--- config.mk ---
export PLATFORM = sky130hd
export DESIGN_NAME = adc_capture_writer
export DESIGN_NICKNAME = d
export VERILOG_FILES = /design/src/rtl/adc_capture_pkg.sv /design/src/rtl/adc_capture_writer_channel.sv /design/src/rtl/adc_capture_writer.sv
export SDC_FILE = /design/constraint.sdc
export NUM_CORES = 1
export LEC_CHECK = 0
export ABC_AREA = 1
export BUFFER_PORTS_ARGS = -buffer_cell sky130_fd_sc_hd__buf_2
export CORE_ASPECT_RATIO = 0.75
export CORE_MARGIN = 1.5
export CORE_UTILIZATION = 63
export DETAILED_ROUTE_END_ITERATION = 16
export PLACE_DENSITY = 0.86
export SLEW_MARGIN = 30
export SYNTH_ARGS = -nofsm -noshare
export SYNTH_HDL_FRONTEND = slang
export SYNTH_SLANG_ARGS = --single-unit
--- constraint.sdc ---
create_clock -name clk -period 5.3 [get_ports clk]
set_input_delay 1.325 -clock clk [delete_from_list [all_inputs] [get_ports clk]]
set_output_delay 1.325 -clock clk [all_outputs]
set_load 0.02 [all_outputs]
--- src/rtl/adc_capture_pkg.sv ---
// Shared types and constants for the ADC capture fill path.
package adc_capture_pkg;

    typedef enum logic [3:0] {
        StIdle    = 4'b0001,
        StArmed   = 4'b0010,
        StCapture = 4'b0100,
        StDone    = 4'b1000
    } state_e;

    localparam int unsigned NumCh  = 4;
    localparam int unsigned PhaseW = 3;
    localparam int unsigned Ratio1 = 1;
    localparam int unsigned Ratio2 = 2;
    localparam int unsigned Ratio4 = 4;
    localparam int unsigned Ratio8 = 8;

    // Sample k goes to a ratio-n FIFO when the low log2(n) phase bits are zero.
    function automatic logic [PhaseW-1:0] ratio_mask(input int unsigned ratio);
        return PhaseW'(ratio - 1);
    endfunction

endpackage

--- src/rtl/adc_capture_writer_channel.sv ---
// One decimated FIFO channel: write strobe, write counter, done and short-fill detection.
module capture_channel
    import adc_capture_pkg::*;
#(
    parameter int unsigned       DEPTH = 8192,
    parameter logic [PhaseW-1:0] MASK  = '0
) (
    input  logic              clk,
    input  logic              rst,
    input  logic              clear,
    input  logic              active,
    input  logic              accept,
    input  logic [PhaseW-1:0] phase,
    input  logic              fifo_full,
    output logic              wr_en,
    output logic              done,
    output logic              short_flag
);

    localparam int unsigned     CntW   = $clog2(DEPTH + 1);
    localparam logic [CntW-1:0] DepthC = CntW'(DEPTH);

    logic [CntW-1:0] count_q, count_d;
    logic            done_q, done_d;
    logic            short_q, short_d;
    logic            wr_en_q, wr_en_d;
    logic            hit, short_seen;

    always_comb begin
        hit        = accept && ((phase & MASK) == '0) && !done_q && !fifo_full;
        short_seen = active && fifo_full && !done_q && (count_q < DepthC);
        count_d    = count_q;
        done_d     = done_q;
        short_d    = short_q;
        wr_en_d    = hit;
        if (clear) begin
            count_d = '0;
            done_d  = 1'b0;
            short_d = 1'b0;
            wr_en_d = 1'b0;
        end else begin
            if (hit) begin
                count_d = count_q + CntW'(1);
                if (count_d == DepthC) begin
                    done_d = 1'b1;
                end
            end
            // FIFO filled early: retire the channel and flag the short capture.
            if (short_seen) begin
                done_d  = 1'b1;
                short_d = 1'b1;
            end
        end
    end

    always_ff @(posedge clk or posedge rst) begin
        if (rst) begin
            count_q <= '0;
            done_q  <= 1'b0;
            short_q <= 1'b0;
            wr_en_q <= 1'b0;
        end else begin
            count_q <= count_d;
            done_q  <= done_d;
            short_q <= short_d;
            wr_en_q <= wr_en_d;
        end
    end

    assign wr_en      = wr_en_q;
    assign done       = done_q;
    assign short_flag = short_q;

endmodule

--- src/rtl/adc_capture_writer.sv ---
// Fill side of the four-FIFO ADC capture path (decimation 1/2/4/8).
// Define ADC_CAPTURE_TRIGGER_EN to start capture on a rising crossing of trig_level.
module adc_capture_writer
    import adc_capture_pkg::*;
#(
    parameter int unsigned DATA_W = 16,
    parameter int unsigned DEPTH  = 8192
) (
    input  logic              clk,
    input  logic              rst,
    input  logic              arm,
    input  logic [DATA_W-1:0] trig_level,
    input  logic [DATA_W-1:0] adc_data,
    input  logic              adc_valid,
    input  logic              full1,
    input  logic              full2,
    input  logic              full4,
    input  logic              full8,
    input  logic              empty1,
    input  logic              empty2,
    input  logic              empty4,
    input  logic              empty8,
    output logic [DATA_W-1:0] din,
    output logic              wr_en1,
    output logic              wr_en2,
    output logic              wr_en4,
    output logic              wr_en8,
    output logic              full,
    output logic              busy,
    output logic              short_err
);

    state_e            state_q, state_d;
    logic [PhaseW-1:0] phase_q;
    logic [DATA_W-1:0] din_q;
    logic              clear, accept, trig_ok, all_empty;
    logic [NumCh-1:0]  fifo_full, ch_wr, ch_done, ch_short;

    assign fifo_full = {full8, full4, full2, full1};
    assign all_empty = empty1 & empty2 & empty4 & empty8;

`ifdef ADC_CAPTURE_TRIGGER_EN
    logic [DATA_W-1:0] prev_q;
    logic              prev_valid_q;

    always_ff @(posedge clk or posedge rst) begin
        if (rst) begin
            prev_q       <= '0;
            prev_valid_q <= 1'b0;
        end else if (clear) begin
            prev_valid_q <= 1'b0;
        end else if (state_q == StArmed && adc_valid) begin
            prev_q       <= adc_data;
            prev_valid_q <= 1'b1;
        end
    end

    assign trig_ok = prev_valid_q && (prev_q < trig_level) && (adc_data >= trig_level);
`else
    logic unused_trig;
    assign unused_trig = ^trig_level;
    assign trig_ok     = 1'b1;
`endif

    always_comb begin
        state_d = state_q;
        clear   = 1'b0;
        accept  = 1'b0;
        unique case (state_q)
            StIdle: begin
                if (arm) begin
                    state_d = StArmed;
                    clear   = 1'b1;
                end
            end
            StArmed: begin
                if (adc_valid && trig_ok) begin
                    accept  = 1'b1;
                    state_d = StCapture;
                end
            end
            StCapture: begin
                accept = adc_valid;
                if (&ch_done) begin
                    state_d = StDone;
                end
            end
            StDone: begin
                if (all_empty) begin
                    state_d = StIdle;
                end
            end
            default: state_d = StIdle;
        endcase
    end

    always_ff @(posedge clk or posedge rst) begin
        if (rst) begin
            state_q <= StIdle;
            phase_q <= '0;
            din_q   <= '0;
        end else begin
            state_q <= state_d;
            if (clear) begin
                phase_q <= '0;
            end else if (accept) begin
                phase_q <= phase_q + PhaseW'(1);
            end
            if (accept) begin
                din_q <= adc_data;
            end
        end
    end

    for (genvar i = 0; i < NumCh; i++) begin : g_ch
        capture_channel #(
            .DEPTH (DEPTH),
            .MASK  (ratio_mask(1 << i))
        ) u_channel (
            .clk        (clk),
            .rst        (rst),
            .clear      (clear),
            .active     (busy),
            .accept     (accept),
            .phase      (phase_q),
            .fifo_full  (fifo_full[i]),
            .wr_en      (ch_wr[i]),
            .done       (ch_done[i]),
            .short_flag (ch_short[i])
        );
    end

    assign din       = din_q;
    assign wr_en1    = ch_wr[0];
    assign wr_en2    = ch_wr[1];
    assign wr_en4    = ch_wr[2];
    assign wr_en8    = ch_wr[3];
    assign full      = (state_q == StDone);
    assign busy      = (state_q == StArmed) || (state_q == StCapture);
    assign short_err = |ch_short;

endmodule

Word-level counts from Yosys, hierarchy flattened
Cells that the tools add are included.
{ "word_totals": {"out_inout_bits": 23, "wordCells": 149, "register_bits": 91, "in_bits": 44} }
{ "classes": {"mux": 47, "n_reduce_logical": 59, "n_eq_ne": 12, "addsub": 5, "order_cmp": 4, "bitwise": 3} }
{ "ops": {"columns": ["operator", "n"], "rows": [
  ["2-to-1 mux 14 bit", 8],
  ["adder 14 x 1 -> 14 bit (second input constant)", 4],
  ["equality test 14 bit (second input constant)", 4],
  ["less-than comparator 14 bit (second input constant)", 4],
  ["2-to-1 mux 1 bit", 31],
  ["nonzero test 3 bit", 8],
  ["logical AND 1 bit", 23],
  ["nonzero test 2 bit", 9],
  ["2-to-1 mux 4 bit", 4],
  ["one-hot mux 4 bit (4 select lines)", 1],
  ["zero test 3 bit", 3],
  ["zero test 1 bit", 8],
  ["AND reduction 2 bit", 4],
  ["AND reduction 4 bit", 2],
  ["2-to-1 mux 3 bit", 2],
  ["!= test 2 bit (second input constant)", 3],
  ["equality test 4 x 1 -> 1 bit (second input constant)", 1],
  ["equality test 4 x 2 -> 1 bit (second input constant)", 1],
  ["equality test 4 x 3 -> 1 bit (second input constant)", 1],
  ["equality test 4 bit (second input constant)", 1],
  ["OR reduction 4 bit", 1],
  ["adder 3 x 1 -> 3 bit (second input constant)", 1],
  ["bitwise AND 1 bit", 3],
  ["!= test 2 x 1 -> 1 bit (second input constant)", 1],
  ["other kinds (2)", 2]
]} }

Logic depth before layout (Yosys ltp)
{ "logic_depth": {"word_depth": 8, "mapped_depth": 12, "mapped_depth_nobuf": 12} }

Modules after synthesis
From an unflattened synthesis, not the netlist that was laid out.
{ "unflattened": {"hier_cells": 736, "hier_area_um2": 5206.2} }
{ "modules_own_cells": {"columns": ["mod", "seq_area_each_um2", "n_inst", "cells_each", "area_each_um2"], "rows": [
  ["adc_capture_writer", 576.8, 1, 135, 1073.5],
  ["capture_channel at g_ch[1].u_channel", 425.4, 1, 155, 1042.2],
  ["capture_channel at g_ch[2].u_channel", 425.4, 1, 151, 1032.2],
  ["capture_channel at g_ch[3].u_channel", 425.4, 1, 149, 1032.2],
  ["capture_channel at g_ch[0].u_channel", 425.4, 1, 146, 1026.0]
]} }

Least setup slack after synthesis
No wires, ideal clock.
{ "synth_timing": {"path_type": "register to output", "start": "register state_q[0]", "end": "output busy", "path_slack_ps": 2967, "t_arrival_ps": 1008, "stages_incl_launch_ff": 5, "cell_sequence": "dfstp_2 -> nor2_1 -> nand2_1 -> nand2_4 -> buf_2"} }
{ "synth_via": {"elab_chain_cells": 2, "word_cells_on_any_way": 3, "cone_classes": "2 x eq/ne; 1 x reduce/logical"} }
{ "synth_rtl": {"columns": ["item", "line", "source"], "rows": [
  ["from (decl)", "adc_capture_writer.sv:33", "state_e state_q, state_d;"],
  ["from (signal assigned)", "adc_capture_writer.sv:99", "state_q <= StIdle;"],
  ["from (signal assigned)", "adc_capture_writer.sv:103", "state_q <= state_d;"],
  ["equality test 4 x 2 -> 1 bit / equality test 4 x 3 -> 1 bit (equally long branches)", "adc_capture_writer.sv:139", "assign busy = (state_q == StArmed) || (state_q == StCapture);"],
  ["logical OR 1 bit (*)", "adc_capture_writer.sv:139", null],
  ["to (decl)", "adc_capture_writer.sv:29", "output logic busy,"]
]} }
Mark *: on every way between the ends. The rest lies on a longest branch, timed or not.

Final worst setup path
{ "layout_timing": {"start": "register state_q[1]", "end": "output busy"} }
Same word-level chain as after synthesis.

==> results.sh <==
export IMPL_path_max_fanout=16
export IMPL_place_congestion=0.887
export IMPL_dr_pass1_iters=6
export IMPL_ctsHoldBuffers=0
export IMPL_syn_cell_area_sq_um=5170
export IMPL_grt_total_usage=0.293
export IMPL_antenna_cells=0
export IMPL_place_ws_ns=2.54
export IMPL_postCtsSetupBuffers=0
export IMPL_drive_above_1_share=0.169
export IMPL_syn_num_nets=727
export IMPL_final_cells=834
export IMPL_cts_resized=0
export IMPL_grt_pass1_vias=4498
export IMPL_fin_nets=778
export IMPL_arrival_ns=1.54
export IMPL_hp_start="din[0]"
export IMPL_syn_avg_cell_area_sq_um=7.68
export IMPL_grt_setup_unrepaired="false"
export IMPL_synth_top_cell_area_share=0.436
export IMPL_cts_buffers_inserted=9
export IMPL_drv_cap=0
export IMPL_die_x_um=108
export IMPL_r2r_start="state_q[1]"
export IMPL_synth_area_leaders="dfrtp_1 44%, nand2_1 14%, inv_1 6.2%"
export IMPL_startpoint="state_q[1]"
export IMPL_worstMarginPinSlew_ns=0.784
export IMPL_die_area_sq_um=8770
export IMPL_h_tree_depth=3
export IMPL_antenna_left=0
export IMPL_dp_hpwl_mm=8.35
export IMPL_overflow=0
export IMPL_finalSetupViolations=0
export IMPL_rows=28
export IMPL_p_per_area_nw_per_um2=366
export IMPL_synth_cells=673
export IMPL_grt_max_degree=48
export IMPL_fin_skew_ns=0.0117
export IMPL_ys_seq_area_frac=0.441
export IMPL_whs_ns=0.507
export IMPL_start_util=0.653
export IMPL_clockRootBuffer="clkbuf_8"
export IMPL_end_kind="output pin"
export IMPL_clk_pin_slew_ns=0.09
export IMPL_synth_common_cells="188 x nand2_1, 90 x dfrtp_1, 86 x inv_1"
export IMPL_fmax_ghz=0.349
export IMPL_ys_seq_elements=91
export IMPL_grt_pass1_wl_mm=20.2
export IMPL_synth_top_area_cell="dfrtp_1"
export IMPL_drc=0
export IMPL_port_buffers=50
export IMPL_required_ns=3.97
export IMPL_vias=4769
export IMPL_synth_edff_count=0
export IMPL_coreArea_sq_um=7920
export IMPL_tns_ns=0
export IMPL_final_util=0.722
export IMPL_placed_cells=818
export IMPL_hold_path_class="register to register"
export IMPL_synthArstFlopShare=1.00
export IMPL_crit_type="register to output pin"
export IMPL_start_kind="register"
export IMPL_io_pins=67
export IMPL_clock_latency_ns=0.37
export IMPL_drtIter0Drc=322
export IMPL_cts_tree="done"
export IMPL_ys_flop_type="dfrtp_1"
export IMPL_vias_per_cell=5.72
export IMPL_ys_types=37
export IMPL_layout_setup_ws_ns=2.43
export IMPL_die_h_um=81.5
export IMPL_ys_warnings_count=0
export IMPL_syn_to_final_growth_pct=10.5
export IMPL_final_hold_viol_count=0
export IMPL_antenna_found_initial=0
export IMPL_vdd_drop_max_v=0.000263
export IMPL_slew_violations=0
export IMPL_cts_buffer_depth=2
export IMPL_status="finished, final reports clean"
export IMPL_routed_wirelength_mm=12.0
export IMPL_period_needed_ns=2.87
export IMPL_wl_per_cell_um=14.4
export IMPL_clock_sinks=91
export IMPL_yosysMostFrequentCell="nand2_1"
export IMPL_relSlewSlack=0.477
export IMPL_finalCritPeriodShare=0.541
export IMPL_p_leak_nw=2.72
==> critical path, cell delays in order, from the launching register on <==
cell and delay (ns):
dfrtp_1 0.40, nor2_1 0.19, nand2_2 0.14, nand2_4 0.23, buf_2 0.22
==> state kept, by name, indices dropped and copies added (netlist names) <==
| register | cells |
|---|---|
| g_ch.u_channel.count_q | 56 |
| g_ch.u_channel.short_flag | 4 |
| g_ch.u_channel.done | 4 |
| phase_q | 3 |
| din | 16 |
| g_ch.u_channel.wr_en | 4 |
| state_q | 4 |
==> logic make-up (layout without fill, tap and decap cells) <==
family / Yosys count / count (layout) / synth area share
AOI/OAI and AO/OA: 76 / 76 / 0.0832
xor gates and xnor gates: 8 / 8 / 0.0136
adders and majority gates: 10 / 10 / 0.0242
buffers and inverters: 103 / 159 / 0.0794
DFF: 91 / 91 / 0.441
muxes: 16 / 16 / 0.0348
and+or+nand+nor: 369 / 369 / 0.324
==> cell type report <==
type	instances	area (sq um)
Sequential cell	91	2280
Tap cell	105	131
Clock inverter	5	61.3
Inverter	91	343
Fill cell	622	2200
Timing Repair Buffer	52	265
Clock buffer	11	151
Multi-Input combinational cell	479	2480
==> layout by cell type (no fill, tap or decap), types with 13 or more instances in the layout <==
master	Yosys	final
dfrtp_1	90	90
mux2_2	16	16
o22ai_1	20	20
o21ai_0	28	28
buf_2	7	50
nor2_1	71	71
nand3_1	59	59
nand2_1	188	188
inv_1	86	85
nand4_1	18	18
o21ai_1	13	13
==> power by group <==
group / leakage, nW / switching (W) / internal, W
sequential: 1.22 / 0.0000893 / 0.000828
combinational: 1.40 / 0.000451 / 0.000227
clock: 0.0978 / 0.000253 / 0.000244
==> routing by layer <==
layer,wire (um),vias up,share of wire,global-route usage
met5,0,-,0,0
met4,196,0,0.016,0.0947
met3,698,23,0.058,0.0587
met2,5870,179,0.49,0.501
met1,5280,2273,0.44,0.380
li1,-,2294,-,-
==> worst paths after layout <==
kind	to	slack, ns	cells after the start
worst min register to register	din[0]	0.51	1
min in group asynchronous	g_ch[2].u_channel.count_q[8]	1.06	2
worst max register to register	g_ch[2].u_channel.count_q[11]	3.13	6
worst min-delay path	din[0]	0.51	1
max in group asynchronous	g_ch[0].u_channel.count_q[0]	3.16	3
worst max-delay path	busy	2.43	4
==> stage by stage <==
stage	cell area [sq um]	total power, W
2_1_floorplan	5170	0.00141
3_3_place_gp	5500	0.00156
3_5_place_dp	5500	0.00160
4_1_cts	5710	0.00209
5_1_grt	5710	0.00220
6_report	5710	0.00209
No activity file was read; power rests on OpenSTA's default activity.
